`src/rtl/red_pitaya_cordic_rot_block.sv`:
```
// CORDIC rotator: turns (phase, amplitude) into I = amp*cos, Q = amp*sin.
// Latency: NSTAGES+2 cycles valid_i -> valid_o (NSTAGES+3 with gain compensation).
// Backpressure: none; fully pipelined, one sample per cycle, valid travels with data.
//
// Ports:
//   clk_i    - sole clock, rising edge
//   rstn_i   - asynchronous active-low reset; clears every pipeline register
//   phase_i  - unsigned phase, full turn = 2^PHASEWIDTH, counter-clockwise
//   amp_i    - signed amplitude
//   valid_i  - qualifies phase_i / amp_i
//   i_o/q_o  - signed, saturated in-phase / quadrature results
//   valid_o  - qualifies i_o / q_o
//
// Optional feature: define CORDIC_ROT_GAINCOMP_EN to add one pipeline stage that
// multiplies x/y by 28140/2^15 so the output magnitude equals |amp_i| instead of
// |amp_i| times the CORDIC gain (~1.1645). The angle table supports
// PHASEWIDTH <= 16 and NSTAGES <= 16.

module red_pitaya_cordic_rot_block #(
  parameter int SIGNALBITS   = 14,
  parameter int INPUTWIDTH   = 14,
  parameter int WORKINGWIDTH = 16,
  parameter int PHASEWIDTH   = 12,
  parameter int NSTAGES      = 9
) (
  input  logic                         clk_i,
  input  logic                         rstn_i,
  input  logic [PHASEWIDTH-1:0]        phase_i,
  input  logic signed [INPUTWIDTH-1:0] amp_i,
  input  logic                         valid_i,
  output logic signed [SIGNALBITS-1:0] i_o,
  output logic signed [SIGNALBITS-1:0] q_o,
  output logic                         valid_o
);

  // LSB padding applied to the amplitude inside the working width
  localparam int PAD = WORKINGWIDTH - INPUTWIDTH - 2;
  // residual phase needs one extra bit so the accumulated angle never wraps
  localparam int ZW  = PHASEWIDTH + 1;
  localparam int OW  = WORKINGWIDTH + SIGNALBITS;
  // alignment from the amplitude scale to the output sample scale
  localparam int UP  = (SIGNALBITS > INPUTWIDTH) ? SIGNALBITS - INPUTWIDTH : 0;
  localparam int DN  = (INPUTWIDTH > SIGNALBITS) ? INPUTWIDTH - SIGNALBITS : 0;

  localparam logic signed [OW-1:0] OMAX = OW'((2 ** (SIGNALBITS - 1)) - 1);
  localparam logic signed [OW-1:0] OMIN = OW'(-(2 ** (SIGNALBITS - 1)));

  // atan(2^-(k+1)) as a fraction of a full turn, floored at 16-bit resolution.
  // Flooring again by the right shift yields the floor at PHASEWIDTH resolution.
  function automatic logic signed [ZW-1:0] angle_of(input int k);
    logic [15:0] a16;
    case (k)
      0:       a16 = 16'd4836;
      1:       a16 = 16'd2555;
      2:       a16 = 16'd1297;
      3:       a16 = 16'd651;
      4:       a16 = 16'd325;
      5:       a16 = 16'd162;
      6:       a16 = 16'd81;
      7:       a16 = 16'd40;
      8:       a16 = 16'd20;
      9:       a16 = 16'd10;
      10:      a16 = 16'd5;
      11:      a16 = 16'd2;
      12:      a16 = 16'd1;
      default: a16 = 16'd0;
    endcase
    return ZW'(a16 >> (16 - PHASEWIDTH));
  endfunction

  // Scale a working-width value to the output sample width with saturation.
  function automatic logic signed [SIGNALBITS-1:0] scale_sat(
    input logic signed [WORKINGWIDTH-1:0] v
  );
    logic signed [OW-1:0]         w;
    logic signed [SIGNALBITS-1:0] r;
    w = {{SIGNALBITS{v[WORKINGWIDTH-1]}}, v};
    w = (w >>> (PAD + DN)) <<< UP;
    if (w > OMAX) begin
      r = OMAX[SIGNALBITS-1:0];
    end else if (w < OMIN) begin
      r = OMIN[SIGNALBITS-1:0];
    end else begin
      r = w[SIGNALBITS-1:0];
    end
    return r;
  endfunction

`ifdef CORDIC_ROT_GAINCOMP_EN
  localparam int GW = WORKINGWIDTH + 16;
  localparam logic signed [GW-1:0] GAIN = GW'(28140);
  localparam logic signed [GW-1:0] GMAX = GW'((2 ** (WORKINGWIDTH - 1)) - 1);
  localparam logic signed [GW-1:0] GMIN = GW'(-(2 ** (WORKINGWIDTH - 1)));

  // x * 28140 / 2^15, truncated toward minus infinity, then saturated.
  function automatic logic signed [WORKINGWIDTH-1:0] gain_sat(
    input logic signed [WORKINGWIDTH-1:0] v
  );
    logic signed [GW-1:0]           e;
    logic signed [GW-1:0]           p;
    logic signed [WORKINGWIDTH-1:0] r;
    e = {{16{v[WORKINGWIDTH-1]}}, v};
    p = (e * GAIN) >>> 15;
    if (p > GMAX) begin
      r = GMAX[WORKINGWIDTH-1:0];
    end else if (p < GMIN) begin
      r = GMIN[WORKINGWIDTH-1:0];
    end else begin
      r = p[WORKINGWIDTH-1:0];
    end
    return r;
  endfunction
`endif

  // Pipeline: index 0 is the quadrant-mapped input, index k+1 follows rotation k.
  logic signed [WORKINGWIDTH-1:0] x_d [NSTAGES+1];
  logic signed [WORKINGWIDTH-1:0] x_q [NSTAGES+1];
  logic signed [WORKINGWIDTH-1:0] y_d [NSTAGES+1];
  logic signed [WORKINGWIDTH-1:0] y_q [NSTAGES+1];
  logic signed [ZW-1:0]           z_d [NSTAGES];
  logic signed [ZW-1:0]           z_q [NSTAGES];
  logic                           v_d [NSTAGES+1];
  logic                           v_q [NSTAGES+1];

  logic [1:0]                     quad;
  logic [PHASEWIDTH-1:0]          res;
  logic signed [WORKINGWIDTH-1:0] amp_ext;
  logic signed [WORKINGWIDTH-1:0] amp_w;

  always_comb begin
    x_d = '{default: '0};
    y_d = '{default: '0};
    z_d = '{default: '0};
    v_d = '{default: 1'b0};

    // Rounding to the nearest quadrant: adding an eighth of a turn only
    // carries into the quadrant bits when the bit below them is set.
    quad    = 2'(phase_i[PHASEWIDTH-1:PHASEWIDTH-2] + {1'b0, phase_i[PHASEWIDTH-3]});
    res     = phase_i - {quad, {(PHASEWIDTH-2){1'b0}}};
    amp_ext = {{(WORKINGWIDTH-INPUTWIDTH){amp_i[INPUTWIDTH-1]}}, amp_i};
    amp_w   = amp_ext <<< PAD;

    case (quad)
      2'd0: begin x_d[0] = amp_w;  y_d[0] = '0;     end
      2'd1: begin x_d[0] = '0;     y_d[0] = amp_w;  end
      2'd2: begin x_d[0] = -amp_w; y_d[0] = '0;     end
      default: begin x_d[0] = '0;  y_d[0] = -amp_w; end
    endcase
    z_d[0] = {res[PHASEWIDTH-1], res};
    v_d[0] = valid_i;

    for (int k = 0; k < NSTAGES; k++) begin
      if (!z_q[k][ZW-1]) begin
        x_d[k+1] = x_q[k] - (y_q[k] >>> (k + 1));
        y_d[k+1] = y_q[k] + (x_q[k] >>> (k + 1));
      end else begin
        x_d[k+1] = x_q[k] + (y_q[k] >>> (k + 1));
        y_d[k+1] = y_q[k] - (x_q[k] >>> (k + 1));
      end
      v_d[k+1] = v_q[k];
    end

    // The residual after the last rotation is never needed.
    for (int k = 0; k < NSTAGES - 1; k++) begin
      if (!z_q[k][ZW-1]) begin
        z_d[k+1] = z_q[k] - angle_of(k);
      end else begin
        z_d[k+1] = z_q[k] + angle_of(k);
      end
    end
  end

  always_ff @(posedge clk_i or negedge rstn_i) begin
    if (!rstn_i) begin
      for (int k = 0; k <= NSTAGES; k++) begin
        x_q[k] <= '0;
        y_q[k] <= '0;
        v_q[k] <= 1'b0;
      end
      for (int k = 0; k < NSTAGES; k++) begin
        z_q[k] <= '0;
      end
    end else begin
      for (int k = 0; k <= NSTAGES; k++) begin
        x_q[k] <= x_d[k];
        y_q[k] <= y_d[k];
        v_q[k] <= v_d[k];
      end
      for (int k = 0; k < NSTAGES; k++) begin
        z_q[k] <= z_d[k];
      end
    end
  end

  // Final x/y feeding the output register.
  logic signed [WORKINGWIDTH-1:0] fx;
  logic signed [WORKINGWIDTH-1:0] fy;
  logic                           fv;

`ifdef CORDIC_ROT_GAINCOMP_EN
  logic signed [WORKINGWIDTH-1:0] gx_d, gx_q;
  logic signed [WORKINGWIDTH-1:0] gy_d, gy_q;
  logic                           gv_d, gv_q;

  always_comb begin
    gx_d = gain_sat(x_q[NSTAGES]);
    gy_d = gain_sat(y_q[NSTAGES]);
    gv_d = v_q[NSTAGES];
  end

  always_ff @(posedge clk_i or negedge rstn_i) begin
    if (!rstn_i) begin
      gx_q <= '0;
      gy_q <= '0;
      gv_q <= 1'b0;
    end else begin
      gx_q <= gx_d;
      gy_q <= gy_d;
      gv_q <= gv_d;
    end
  end

  always_comb begin
    fx = gx_q;
    fy = gy_q;
    fv = gv_q;
  end
`else
  always_comb begin
    fx = x_q[NSTAGES];
    fy = y_q[NSTAGES];
    fv = v_q[NSTAGES];
  end
`endif

  logic signed [SIGNALBITS-1:0] i_d, i_q;
  logic signed [SIGNALBITS-1:0] q_d, q_q;
  logic                         vo_d, vo_q;

  always_comb begin
    i_d  = scale_sat(fx);
    q_d  = scale_sat(fy);
    vo_d = fv;
  end

  always_ff @(posedge clk_i or negedge rstn_i) begin
    if (!rstn_i) begin
      i_q  <= '0;
      q_q  <= '0;
      vo_q <= 1'b0;
    end else begin
      i_q  <= i_d;
      q_q  <= q_d;
      vo_q <= vo_d;
    end
  end

  assign i_o     = i_q;
  assign q_o     = q_q;
  assign valid_o = vo_q;

endmodule

```
`config.mk`:
```
export PLATFORM = sky130hd
export DESIGN_NAME = red_pitaya_cordic_rot_block
export DESIGN_NICKNAME = d
export VERILOG_FILES = /design/src/rtl/red_pitaya_cordic_rot_block.sv
export SDC_FILE = /design/constraint.sdc
export NUM_CORES = 1
export LEC_CHECK = 0
export ABC_AREA = 1
export BUFFER_PORTS_ARGS = -buffer_cell sky130_fd_sc_hd__buf_4
export CAP_MARGIN = 30
export CORE_MARGIN = 2
export CORE_UTILIZATION = 35
export CTS_BUF_LIST = sky130_fd_sc_hd__clkbuf_8 sky130_fd_sc_hd__clkbuf_16
export DETAILED_ROUTE_END_ITERATION = 7
export PLACE_DENSITY = 0.52
export REMOVE_ABC_BUFFERS = 1
export SLEW_MARGIN = 30
export SYNTH_ARGS = -nofsm -noshare
export SYNTH_HDL_FRONTEND = slang
export SYNTH_SLANG_ARGS = --single-unit
```
`constraint.sdc`:
```
create_clock -name clk_i -period 4.4 [get_ports clk_i]
set_input_delay 0.44 -clock clk_i [delete_from_list [all_inputs] [get_ports clk_i]]
set_output_delay 0.44 -clock clk_i [all_outputs]
set_load 0.01 [all_outputs]
```
==> results by group, run 1 <==
Drt
  • DRT iter0 DRCs: around 1.6k
  • DR DRC count: 0
  • WL final: approximately 92 mm
  • Drt pass-1 iters: 5
  • Via count: 30.0k
  • Routed wire per std cell: 14.6 um
  • Via density per instance: 4.80
  • Antenna violation net count after detailed routing: 0

Floorplan
  • Rows: 117
  • Core ar.: 102,000 um2
  • Effective utilization at floorplan: 0.354
  • Chip Height: 325 um
  • Die width: 325 um
  • I/O pin total: 58
  • DIE AREA: 106,000 um2

Yosys
  • Synth cell count leaders: 1,070 x nand2_1, 621 x inv_1, 462 x dfrtp_1
  • Register area share after synthesis: 0.320
  • Syn Inst Count: 4,738
  • Post-synthesis cell type count: 46
  • Synth warnings: 0
  • Cell with the most instances after synthesis: nand2_1
  • Synth area leaders: dfrtp_1 32%, ha_1 14%, nand2_1 11%
  • Share of the synthesized area in the top cell type: 0.320
  • Post-synth top area cell: dfrtp_1
  • Number of synthesized register bits: 462
  • Ys async rst share: 1.00
  • Mean Syn Cell Area: 7.62 um2
  • Synthesized area: 36,100 um2
  • Main synth FF type: dfrtp_1
  • Post-synth EDFFs: 0

Timing
  • RSZ-0062 raised after global routing: false
  • WHS: about 55 ps
  • Setup_tns: 0 ps
  • Final setup fails: 0
  • Slew Limit Headroom: 0.456
  • Share of the clock period used by the worst path: 0.731
  • Final Skew: 29.2 ps
  • Max Fclk: 311 MHz
  • Min Tclk post-route: 3210 ps
  • Final Max Slew Viols: 0
  • Tightest Pin Transition: 815 ps
  • Hold Fails Final Rpt: 0

CTS
  • Cts bufs inserted: 54
  • Clk Tree Root Cell: clkbuf_16
  • CTS sink cnt: 462
  • Resize count post-CTS: 0
  • CTS Buffer Depth: 3
  • Clock-pin slew on the worst setup and hold paths: 60 ps
  • Clock Latency Late Sink: 640 ps
  • CTS tree: yes
  • Post-CTS setup buffers: 0
  • H-tree lvl count: 2

Critical path
  • Crit path capture type: flop
  • WP data arrival: 3730 ps
  • Startpoint types: flop
  • Peak per-stage delay on the critical path: around 810 ps
  • Worst setup path class: reg2reg
  • Slowest CP cell: dfrtp_1
  • Most numerous cell on the critical path: nand2_1
  • Data required, critical path: between 4000 and 5000 ps
  • Worst path cell trace: inv_1, o21ai_1, xor2_1, inv_1, ha_1, a21oi_1, o21ai_0, nand2_1, nand2_1, nor2_1, nand2_1, nand2_1, nand2_1
  • CP Max Fanout: 22

Place
  • Placed Cells: 6,146
  • PortBufs: 57
  • RD Place Congestion: 0.889
  • Placed Area: about 38,000 um2
  • HPWL after DPL: about 75 mm

Global routing
  • Most crowded layer after global routing: met2
  • Initial antenna violation count: 0
  • GR Util met2: 0.305
  • Remaining global-route overflow: 0
  • Grt met3 use: 0.0212
  • Largest net degree at the start of global routing: 105
  • Met1 usage: 0.227
  • Vias in the first global route: between 20k and 30k
  • GR Util All Layers: 0.174
  • First-pass GRT wire length: roughly 150 mm

Outcome
  • Outcome: finished clean

Cells and area
  • Post-route insts no fill: approximately 6.3k
  • Post-route cell area: 40,300 um2
  • Number of diodes: 0
  • Final #Nets: 5,305
  • Share of cells above drive strength 1: 0.0632
  • Area Overhead vs Synth: 11.6%

Hold path
  • Worst Hold Class: in2reg

Job
  • Max Cap Viol: 0
## critical path, delay by kind of cell, from the launching register on
kind / cells / cell delay (ps)
XOR/XNOR: 1 / 170
AO/OA/AOI/OAI: 3 / 650
adder cells (fa/ha/maj): 1 / 360
buffers and inverters: 2 / 680
AND/OR/NAND/NOR: 6 / 410
flip-flops: 1 / 810
## kinds of logic after synthesis
group                      Yosys count  share of synthesized area
xor gates and xnor gates           426                      0.104
and+or+nand+nor                   2076                      0.245
adders and majority gates          428                      0.154
buffers and inverters              671                     0.0708
AOI/OAI and AO/OA                  675                      0.106
DFF                                462                      0.320
## worst paths after layout
kind	start	end	slack, ps	depth (start not counted)
worst min-delay path	amp_i[7]	x_q[151]	50	3
worst max register to register	z_q[51]	x_q[62]	1190	13
worst max-delay path	z_q[51]	x_q[62]	1190	13
worst min register to register	v_d[8]	v_d[7]	330	0
min in group asynchronous	rstn_i	q_o[13]	430	2
max in group asynchronous	rstn_i	y_q[128]	2850	3
## cells in the final DEF, fill, tap and decap left out, drive strengths merged, types with 6 or more instances in the layout
cell type,instances
nand2,1102
xnor2,92
or2,28
clkinvlp,6
clkbuf,64
inv,645
nand3,388
nor2,456
fa,25
dfrtp,462
clkinv,15
o22ai,14
o31ai,6
nor4,9
xor2,334
o21bai,20
nand4,44
ha,403
a21boi,21
a21oi,352
nor3,43
dlygate4sd3,14
a31oi,18
o211ai,7
o21ai,174
bufinv,7
a21o,57
buf,72
## routing by layer
metal	wire length, um	part of all wire	up-vias
li1	-	-	15600
met1	42700	0.47	13900
met2	44200	0.48	422
met3	2870	0.031	98
met4	1800	0.020	0
met5	0	0	-
## layout make-up
cell class                 instances  area [um2]
fill                           10600       61800
inverter                         639        2400
multi-input combinational       3605       22000
clock buffer                      64        1500
sequential                       462       11600
timing repair buffer              86         726
tap                             1368        1710
clock inverter                    34         397
## registers in the layout, indices dropped and copies added (netlist names)
name	cells
fv	1
fx	16
fy	16
i_o	14
q_o	14
v_d	9
valid_o	1
x_q	144
y_q	144
z_q	103
## stage by stage
| stage | util | worst slack, ps |
|---|---|---|
| after floorplan | - | 1820 |
| after global placement | 0.375 | 1180 |
| after detailed placement | 0.375 | 1160 |
| after CTS | 0.395 | 1150 |
| after global routing | 0.395 | 865 |
| final | 0.395 | 1190 |
## timing repair
item / 4_1_cts / 5_1_grt
endpoints found under the setup margin: 0 / 0
hold endpoints to repair: 108 / 0
hold buffers: 14 / 0
Power of run 1 is left out: the tool's default activity adds up to more than one toggle a clock period on the data nets, which glitch-free logic cannot reach.
==> run 2, diff against run 1 <==
- PLACE_DENSITY: 0.52 -> 0.54
- clock period: 4.4 -> 2.9 ns (I/O delays scaled with it)
==> run 2 against run 1 <==
Sequential share of layout area is 0.29 points lower. Register-to-register slack got worse by 950 ps. Setup slack worse by 950 ps. Utilization rose by 0.41 points. Count of clock-buffer cells in the layout down 2. Routed wire length is 1.1% lower. Critical path type unchanged.
==> results by group, run 2 (synthesis results as in run 1) <==
Outcome
  • Outcome: finished clean

Place
  • HPWL after DPL: 74.7 mm (-0.97%)
  • RD Place Congestion: 0.884 (-0.55%)
  • PortBufs: 57 (unchanged)

Critical path
  • Most numerous cell on the critical path: nand2_1
  • Startpoint types: flop
  • Crit path buffers/inverters: 4 (+2)
  • CP Max Fanout: 3 (-86%)
  • Data required, critical path: 3390 ps (-1530 ps)
  • CP delay by family, top: simple AND/OR/NAND/NOR gates
  • Peak per-stage delay on the critical path: 440 ps (-370 ps)
  • Worst path cell trace: inv_1, ha_1, inv_1, nor2_1, nand3_1, ha_1, nand2_1, nand2_1, inv_1, ha_4, nand2_1, inv_1, a21oi_1, nand2_1, nand2_1, nand2_1, xor2_1
  • Worst setup path class: reg2reg
  • Slowest CP cell: dfrtp_2
  • WP data arrival: 3160 ps (-570 ps)
  • Crit path capture type: flop

CTS
  • Clock Latency Late Sink: 610 ps (-30 ps)
  • Cts bufs inserted: 54 (unchanged)
  • CTS tree: yes
  • H-tree lvl count: 2 (unchanged)
  • CTS sink cnt: 462 (unchanged)
  • Clk Tree Root Cell: clkbuf_16
  • CTS Buffer Depth: 3 (unchanged)
  • Clock-pin slew on the worst setup and hold paths: 60 ps (about the same)

Drt
  • Via density per instance: 4.77 (-0.58%)
  • Routed wire per std cell: 14.4 um (-1.8%)
  • Antenna violation net count after detailed routing: 0 (unchanged)
  • DRT iter0 DRCs: 1,765 (+10%)
  • DR DRC count: 0 (unchanged)
  • Via count: 30.1k (+0.13%)
  • Drt pass-1 iters: 7 (+2)
  • WL final: 90.5 mm (-1.1%)

Cells and area
  • Registers with the most flip-flops: x_q: 144 flops, y_q: 144 flops, z_q: 103 flops
  • Area Overhead vs Synth: 12.8%
  • Most frequent cells in the layout: 1,068 x nand2_1, 631 x inv_1, 459 x dfrtp_1, 405 x nor2_1, 399 x ha_1
  • Util after Layout: 0.399 (+0.00411)
  • Number of diodes: 0 (unchanged)
  • Commonest non-fill, non-tap cell in the layout: nand2_1
  • Share of cells above drive strength 1: 0.0736 (+0.0104)
  • FILL cells: 10.6k (-0.41%)
  • Final #Nets: 5,353 (+0.90%)

Floorplan
  • I/O pin total: 58 (unchanged)
  • Die width: 325 um (unchanged)
  • Core ar.: 102,000 um2 (unchanged)
  • Rows: 117 (unchanged)
  • Chip Height: 325 um (unchanged)
  • Effective utilization at floorplan: 0.354 (unchanged)
  • DIE AREA: 106,000 um2 (unchanged)

Timing
  • Min Tclk post-route: 2660 ps (-553 ps)
  • Share of the clock period used by the worst path: 0.918 (+0.187)
  • Hold Fails Final Rpt: 0 (unchanged)
  • Setup_tns: 0 ps (unchanged)
  • Tightest Pin Transition: 972 ps (+157 ps)
  • Final setup fails: 0 (unchanged)
  • Max Fclk: 376 MHz (+21%)
  • Final Max Slew Viols: 0 (unchanged)
  • Slew Limit Headroom: 0.352 (-0.104)
  • WHS: 37.3 ps (-17.4 ps)
  • Final Skew: 28.7 ps (-0.469 ps)

Global routing
  • Largest net degree at the start of global routing: 86 (-18%)
  • First-pass GRT wire length: 150 mm (-1.5%)
  • Vias in the first global route: 29.5k (-0.25%)
  • GR Util All Layers: 0.170 (-0.00358)
  • Remaining global-route overflow: 0 (unchanged)
  • Initial antenna violation count: 0 (unchanged)

Job
  • Max Cap Viol: 0 (unchanged)

Hold path
  • Worst Hold Class: in2reg
run 2: layout make-up:
cell class              instances  area [um2]  area share
clock buffers                  62        1460      0.0359
clock inverters                33         334     0.00821
inverters                     639        2400      0.0589
multi-input cells            3605       22100       0.543
flip-flops and latches        462       11600       0.284
well taps                    1368        1710      0.0421
repair buffers                134        1140      0.0279
run 2: stage by stage:
step	instance area (um2)	setup WS [ps]	std cells
global placement	38500	127	6182
floorplan	35900	324	4706
CTS	40600	125	6301
detailed placement	38500	111	6182
global route	40700	-4.75	6303
finish	40700	238	6303
run 2: path summary, 6_finish.rpt:
| kind | from | slack (ps) | endpoint | depth (start not counted) |
|---|---|---|---|---|
| hold reg to reg | z_q[67] | 340 | z_q[54] | 0 |
| hold / removal | amp_i[1] | 40 | y_q[145] | 3 |
| max in group asynchronous | rstn_i | 1700 | z_q[38] | 3 |
| setup reg to reg | y_q[26] | 240 | fx[11] | 17 |
| min in group asynchronous | rstn_i | 240 | fy[14] | 2 |
| setup / recovery | y_q[26] | 240 | fx[11] | 17 |
run 2: what timing repair did:
| action | CTS | global route |
|---|---|---|
| setup endpoints to repair | 0 | 29 |
| hold endpoints to repair | 106 | 0 |
| hold buffers | 24 | 0 |
| buffers inserted | 0 | 2 |
| gates resized for setup | 0 | 32 |
run 2: tightest hold or removal path, delay by kind of cell:
family          cells  cell delay (ps)
buf+inv             2              150
compound gates      1              150
run 2: per-layer routing:
metal,global-route usage,part of all wire,vias to the layer above
met5,0,0,-
met1,0.220,0.46,13800
li1,-,-,15700
met3,0.0176,0.030,102
met2,0.305,0.49,433
met4,0.0377,0.020,0
Power of run 2 is left out for the same reason.
